<file path="src/rtl/memory_stage_controller.sv">
`default_nettype none
// ============================================================================
// Module      : memory_stage_controller
// Description : Sequences data-memory loads/stores from the EX/MEM register.
//               Latches the access, drives a req/ack memory port with byte
//               enables and lane-replicated write data, extends load data and
//               stalls the upstream pipeline until completion or timeout.
//               Optional macro MISALIGN_TRAP_EN traps misaligned half/word
//               accesses without issuing a memory request.
// Revision    : 1.0 - initial release
// ============================================================================
module memory_stage_controller #(
    parameter int ADDR_WIDTH     = 32,
    parameter int TIMEOUT_CYCLES = 16
) (
    input  logic                  clock,
    input  logic                  reset,
    input  logic                  memoryReadEnable,
    input  logic                  memoryWriteEnable,
    input  logic [ADDR_WIDTH-1:0] address,
    input  logic [31:0]           writeData,
    input  logic [2:0]            func3,
    output logic                  memReq,
    output logic                  memWe,
    output logic [ADDR_WIDTH-1:0] memAddr,
    output logic [31:0]           memWdata,
    output logic [3:0]            memByteEn,
    input  logic                  memAck,
    input  logic [31:0]           memRdata,
    output logic [31:0]           loadData,
    output logic                  loadValid,
    output logic                  stall,
    output logic                  busError,
    output logic                  misaligned
);

    // Last counter value before the access is abandoned.
    localparam logic [7:0] c_TO_LAST = 8'(TIMEOUT_CYCLES - 1);

    typedef enum logic [1:0] {
        IDLE   = 2'd0,
        ACCESS = 2'd1,
        DONE   = 2'd2
    } state_t;

    state_t                state_q, state_d;
    logic [ADDR_WIDTH-1:0] addr_q, addr_d;
    logic [31:0]           wdata_q, wdata_d;
    logic [2:0]            func3_q, func3_d;
    logic                  we_q, we_d;
    logic [7:0]            cnt_q, cnt_d;
    logic [31:0]           load_q, load_d;
    logic                  buserr_q, buserr_d;
    logic                  mis_q, mis_d;

    logic                  w_req;
    logic                  w_in_mis;
    logic                  w_is_byte;
    logic                  w_is_half;
    logic [7:0]            w_byte;
    logic [15:0]           w_half;
    logic [31:0]           w_ext;

    assign w_req = memoryReadEnable | memoryWriteEnable;

    // func3[1:0] = 00 is a byte and 01 a half; every other code is a word.
    assign w_is_byte = (func3_q[1:0] == 2'b00);
    assign w_is_half = (func3_q[1:0] == 2'b01);

`ifdef MISALIGN_TRAP_EN
    // Half needs addr[0] = 0; word (including unknown codes) needs addr[1:0] = 0.
    assign w_in_mis = ((func3[1:0] == 2'b01) && address[0]) ||
                      (func3[1]  && (address[1:0] != 2'b00)) ||
                      ((func3[1:0] == 2'b11) && (address[1:0] != 2'b00));
`else
    assign w_in_mis = 1'b0;
`endif

    // Pick the addressed byte/halfword out of the read word and extend it.
    always_comb begin
        w_byte = memRdata[7:0];
        case (addr_q[1:0])
            2'd0:    w_byte = memRdata[7:0];
            2'd1:    w_byte = memRdata[15:8];
            2'd2:    w_byte = memRdata[23:16];
            default: w_byte = memRdata[31:24];
        endcase
        w_half = addr_q[1] ? memRdata[31:16] : memRdata[15:0];
        if (w_is_byte)
            w_ext = {{24{w_byte[7] & ~func3_q[2]}}, w_byte};
        else if (w_is_half)
            w_ext = {{16{w_half[15] & ~func3_q[2]}}, w_half};
        else
            w_ext = memRdata;
    end

    // State and latched-access registers.
    always_ff @(posedge clock or negedge reset) begin
        if (!reset) begin
            state_q  <= IDLE;
            addr_q   <= '0;
            wdata_q  <= '0;
            func3_q  <= '0;
            we_q     <= 1'b0;
            cnt_q    <= '0;
            load_q   <= '0;
            buserr_q <= 1'b0;
            mis_q    <= 1'b0;
        end else begin
            state_q  <= state_d;
            addr_q   <= addr_d;
            wdata_q  <= wdata_d;
            func3_q  <= func3_d;
            we_q     <= we_d;
            cnt_q    <= cnt_d;
            load_q   <= load_d;
            buserr_q <= buserr_d;
            mis_q    <= mis_d;
        end
    end

    // Next-state logic: accept in IDLE, wait for ack or timeout in ACCESS.
    always_comb begin
        state_d  = state_q;
        addr_d   = addr_q;
        wdata_d  = wdata_q;
        func3_d  = func3_q;
        we_d     = we_q;
        cnt_d    = cnt_q;
        load_d   = load_q;
        buserr_d = buserr_q;
        mis_d    = mis_q;
        case (state_q)
            IDLE: begin
                if (w_req) begin
                    addr_d   = address;
                    wdata_d  = writeData;
                    func3_d  = func3;
                    we_d     = ~memoryReadEnable;   // read wins if both set
                    cnt_d    = '0;
                    load_d   = '0;
                    buserr_d = 1'b0;
                    mis_d    = w_in_mis;
                    state_d  = w_in_mis ? DONE : ACCESS;
                end
            end
            ACCESS: begin
                if (memAck) begin
                    load_d  = we_q ? 32'd0 : w_ext;
                    state_d = DONE;
                end else if (cnt_q == c_TO_LAST) begin
                    buserr_d = 1'b1;
                    load_d   = '0;
                    state_d  = DONE;
                end else begin
                    cnt_d = cnt_q + 8'd1;
                end
            end
            DONE:    state_d = IDLE;
            default: state_d = IDLE;
        endcase
    end

    // Memory port driven from latched values while the request is up.
    always_comb begin
        memReq = (state_q == ACCESS);
        memWe  = memReq & we_q;
        memAddr = {addr_q[ADDR_WIDTH-1:2], 2'b00};
        if (w_is_byte) begin
            memByteEn = 4'b0001 << addr_q[1:0];
            memWdata  = {4{wdata_q[7:0]}};
        end else if (w_is_half) begin
            memByteEn = 4'b0011 << {addr_q[1], 1'b0};
            memWdata  = {2{wdata_q[15:0]}};
        end else begin
            memByteEn = 4'b1111;
            memWdata  = wdata_q;
        end
        // The IDLE term is combinational, so gate it with reset to drop at once.
        stall      = (state_q == ACCESS) | ((state_q == IDLE) & w_req & reset);
        loadValid  = (state_q == DONE);
        loadData   = load_q;
        busError   = buserr_q;
        misaligned = loadValid & mis_q;
    end

endmodule
`default_nettype wire

</file>
<file path="config.mk">
export PLATFORM = sky130hd
export DESIGN_NAME = memory_stage_controller
export DESIGN_NICKNAME = d
export VERILOG_FILES = /design/src/rtl/memory_stage_controller.sv
export SDC_FILE = /design/constraint.sdc
export NUM_CORES = 1
export LEC_CHECK = 0
export CAP_MARGIN = 20
export CORE_MARGIN = 5
export CORE_UTILIZATION = 48
export DETAILED_ROUTE_END_ITERATION = 12
export PLACE_DENSITY_LB_ADDON = 0.25
export RECOVER_POWER = 100
export SYNTH_ARGS = -nofsm -noshare
export SYNTH_HDL_FRONTEND = slang
export SYNTH_SLANG_ARGS = --single-unit
</file>
<file path="constraint.sdc">
create_clock -name clock -period 4.2 [get_ports clock]
set_input_delay 0.63 -clock clock [delete_from_list [all_inputs] [get_ports clock]]
set_output_delay 0.63 -clock clock [all_outputs]
set_load 0.05 [all_outputs]
</file>
==> impl_metrics.env <==
export IMPL_status="finished with violations"
export IMPL_failed_checks="max-capacitance violations, max-slew violations"
export IMPL_place_area_mm2=0.00742
export IMPL_rows=39
export IMPL_synth_flop_cell="dfrtp_1"
export IMPL_core_area_mm2=0.0114
export IMPL_setup_viol_count_final=0
export IMPL_pwr_share_clk_pct=11.9
export IMPL_fp_dieArea_mm2=0.0139
export IMPL_avgSynthCellArea_um2=9.19
export IMPL_seq_power_share_pct=27.6
export IMPL_final_common_cell="nand2_1"
export IMPL_min_period_over_period_pct=79.3
export IMPL_max_slew_margin_pct=-15.4
export IMPL_cp_data_required_time_ns=3.57
export IMPL_synth_seq_cells=111
export IMPL_cts_tree="built"
export IMPL_synth_edf_count=0
export IMPL_numPortBuffers=206
export IMPL_numCtsBuffers=9
export IMPL_antenna_cells=0
export IMPL_grt_max_degree=74
export IMPL_worst_setup_path_type="register to output pin"
export IMPL_cts_sinks=111
export IMPL_min_period_ns=3.33
export IMPL_track_usage_pct=23.0
export IMPL_routedWlPerCell_um=17.8
export IMPL_first_iter_violations=515
export IMPL_start_kind="register"
export IMPL_rrSetupSlack_ns=1.61
export IMPL_mostFrequentLayoutCells="nand2_1, dfrtp_1, dlygate4sd3_1"
export IMPL_nets=860
export IMPL_cell_internal_pwr_uw=3250
export IMPL_drc=0
export IMPL_htreeDepth=3
export IMPL_tightest_slew_ns=1.73
export IMPL_power_density_mw_per_mm2=900
export IMPL_endpoint="memWdata[12]"
export IMPL_insertion_delay_ns=0.34
export IMPL_cts_root_buf="clkbuf_16"
export IMPL_yosys_warnings=0
export IMPL_tns_ns=0
export IMPL_maxCapViolations=1
export IMPL_drv_slew=71
export IMPL_grt_pass1_wl_um=26100
export IMPL_grt_overflow_total=0
export IMPL_ys_seq_area_share_pct=49.8
export IMPL_reg2reg_to="addr_q[3]$_DFFE_PN0P_"
export IMPL_via_per_inst=5.38
export IMPL_syn_inst=607
export IMPL_clk_pin_slew_ns=0.07
export IMPL_hold_viol_final=0
export IMPL_via_count=4858
export IMPL_start_util_pct=48.9
export IMPL_routed_wl_um=16100
export IMPL_hold_path_class="input pin to async pin"
export IMPL_fin_cells=903
export IMPL_cts_resized=0
export IMPL_num_io_pins=210
export IMPL_worst_setup_path_end_kind="output pin"
export IMPL_power_switching_uw=3670
export IMPL_rsz0062_at_grt="false"
export IMPL_sw_frac_of_total_pct=53.1
export IMPL_clock_path_buffers=2
export IMPL_clock_skew_ns=0.00451
export IMPL_dp_cells=887
export IMPL_grt_pass1_vias=4986
export IMPL_max_freq_mhz=300
export IMPL_die_height_um=118
export IMPL_die_x_um=118
export IMPL_antenna_found_initial=0
export IMPL_dp_hpwl_um=11600
export IMPL_crit_start="func3_q[0]$_DFFE_PN0P_"
export IMPL_ant_nets=0
export IMPL_gp_congestion=0.933
export IMPL_postLayoutCellArea_mm2=0.00768
export IMPL_path_max_fanout=15
export IMPL_final_layout_size_suffix_gt1_share_pct=6.32
export IMPL_ys_types=51
export IMPL_max_vdd_ir_drop_v=0.000634
export IMPL_first_pass_iters=5
export IMPL_syn_area_mm2=0.00558
export IMPL_p_leak_uw=0.00368
export IMPL_combPwrFrac_pct=60.6
export IMPL_reg2regPathDepth=5
export IMPL_cts_setup_buffers=0
export IMPL_cts_hold_buf=0
export IMPL_syn2layout_area_growth_pct=37.7
export IMPL_r2r_start="state_q[0]$_DFFE_PN0P_"
export IMPL_synthArstFlopShare_pct=100
export IMPL_arrival_ns=2.70
## power groups by stage
stage | Sequential, µW | Clock, µW | Combinational, µW
after floorplan | 2190 | 0 | 2880
after global placement | 1920 | 0 | 4340
after detailed placement | 1930 | 0 | 4400
after CTS | 1920 | 839 | 4420
after global routing | 1980 | 868 | 4440
final | 1910 | 821 | 4190
## flip-flops by register name (all words and copies together) (netlist names)
| name | count |
|---|---|
| addr_q | 32 |
| busError | 1 |
| cnt_q | 8 |
| func3_q | 3 |
| loadData | 32 |
| state_q | 2 |
| wdata_q | 32 |
| we_q | 1 |
## worst min-delay path by stage
stage / slack [ns] / to / startpoint / cells past startpoint
after CTS: 0.28 / loadData[17]$_DFFE_PN0P_ / reset / 1
after global routing: 0.31 / loadData[17]$_DFFE_PN0P_ / reset / 1
final: 0.26 / loadData[17]$_DFFE_PN0P_ / reset / 1
after detailed placement: 0.46 / wdata_q[17]$_DFFE_PN0P_ / wdata_q[17]$_DFFE_PN0P_ / 2
after global placement: 0.45 / wdata_q[20]$_DFFE_PN0P_ / wdata_q[20]$_DFFE_PN0P_ / 2
after floorplan: 0.33 / addr_q[0]$_DFFE_PN0P_ / reset / 0
## Yosys cell counts (2+ instances only)
cell type | count | area (µm²)
a21o_1 | 3 | 22.5
a21oi_1 | 5 | 25.0
a22o_1 | 9 | 78.8
and2_1 | 2 | 12.5
and3_1 | 2 | 12.5
buf_1 | 4 | 15.0
buf_2 | 8 | 40.0
buf_4 | 41 | 308
clkbuf_1 | 23 | 86.3
dfrtp_1 | 111 | 2780
inv_2 | 2 | 7.51
mux2_2 | 8 | 90.1
mux2i_1 | 10 | 100
mux4_2 | 7 | 158
nand2_1 | 239 | 897
nand2b_1 | 3 | 18.8
nand3_1 | 8 | 40.0
nor2_1 | 18 | 67.6
nor2b_1 | 16 | 100
nor3_1 | 2 | 10.0
nor3b_1 | 2 | 15.0
nor4_1 | 2 | 12.5
o21ai_0 | 13 | 65.1
o21bai_1 | 2 | 15.0
o221ai_1 | 8 | 70.1
o22a_1 | 8 | 70.1
o2bb2ai_1 | 23 | 201
or2_2 | 3 | 18.8
xnor2_1 | 3 | 26.3
## logic make-up after synthesis
family                     share of synthesized area, %
DFF                                                49.8
adders and majority gates                         0.224
xor gates and xnor gates                          0.471
AOI/OAI and AO/OA                                  11.2
other                                            0.0672
and+or+nand+nor                                    23.4
muxes                                              6.44
buffers and inverters                              8.39
## routing by layer
metal	track usage (%)	up-vias	routed length, µm
li1	-	2276	-
met2	37.0	236	7650
met5	0	-	0
met1	29.4	2316	6720
met3	6.54	30	1360
met4	8.82	0	351
## critical path, cell delays in order, from the launching register on
cell and delay, ns:
dfrtp_1 0.62, nor2_1 0.62, nand2_1 0.11, nand2_1 0.09, dlygate4sd3_1 0.92
## cell type report
cell class | instances | area [µm²]
Tap cell | 143 | 179
Fill cell | 933 | 3730
Inverter | 2 | 7.51
Clock inverter | 5 | 32.5
Timing Repair Buffer | 212 | 2090
Clock buffer | 11 | 253
Sequential cell | 111 | 2780
Multi-Input combinational cell | 419 | 2340
## metrics by stage
step / power (µW) / hold WS [ns] / util [%] / worst slack [ns]
2_1_floorplan: 5070 / 0.334 / - / 1.45
3_3_place_gp: 6260 / 0.452 / 64.9 / 1.20
3_5_place_dp: 6330 / 0.457 / 64.9 / 1.16
4_1_cts: 7180 / 0.279 / 67.4 / 0.878
5_1_grt: 7280 / 0.310 / 67.3 / 0.645
6_report: 6910 / 0.262 / 67.3 / 0.869
Power figures use the tool's default switching activity.
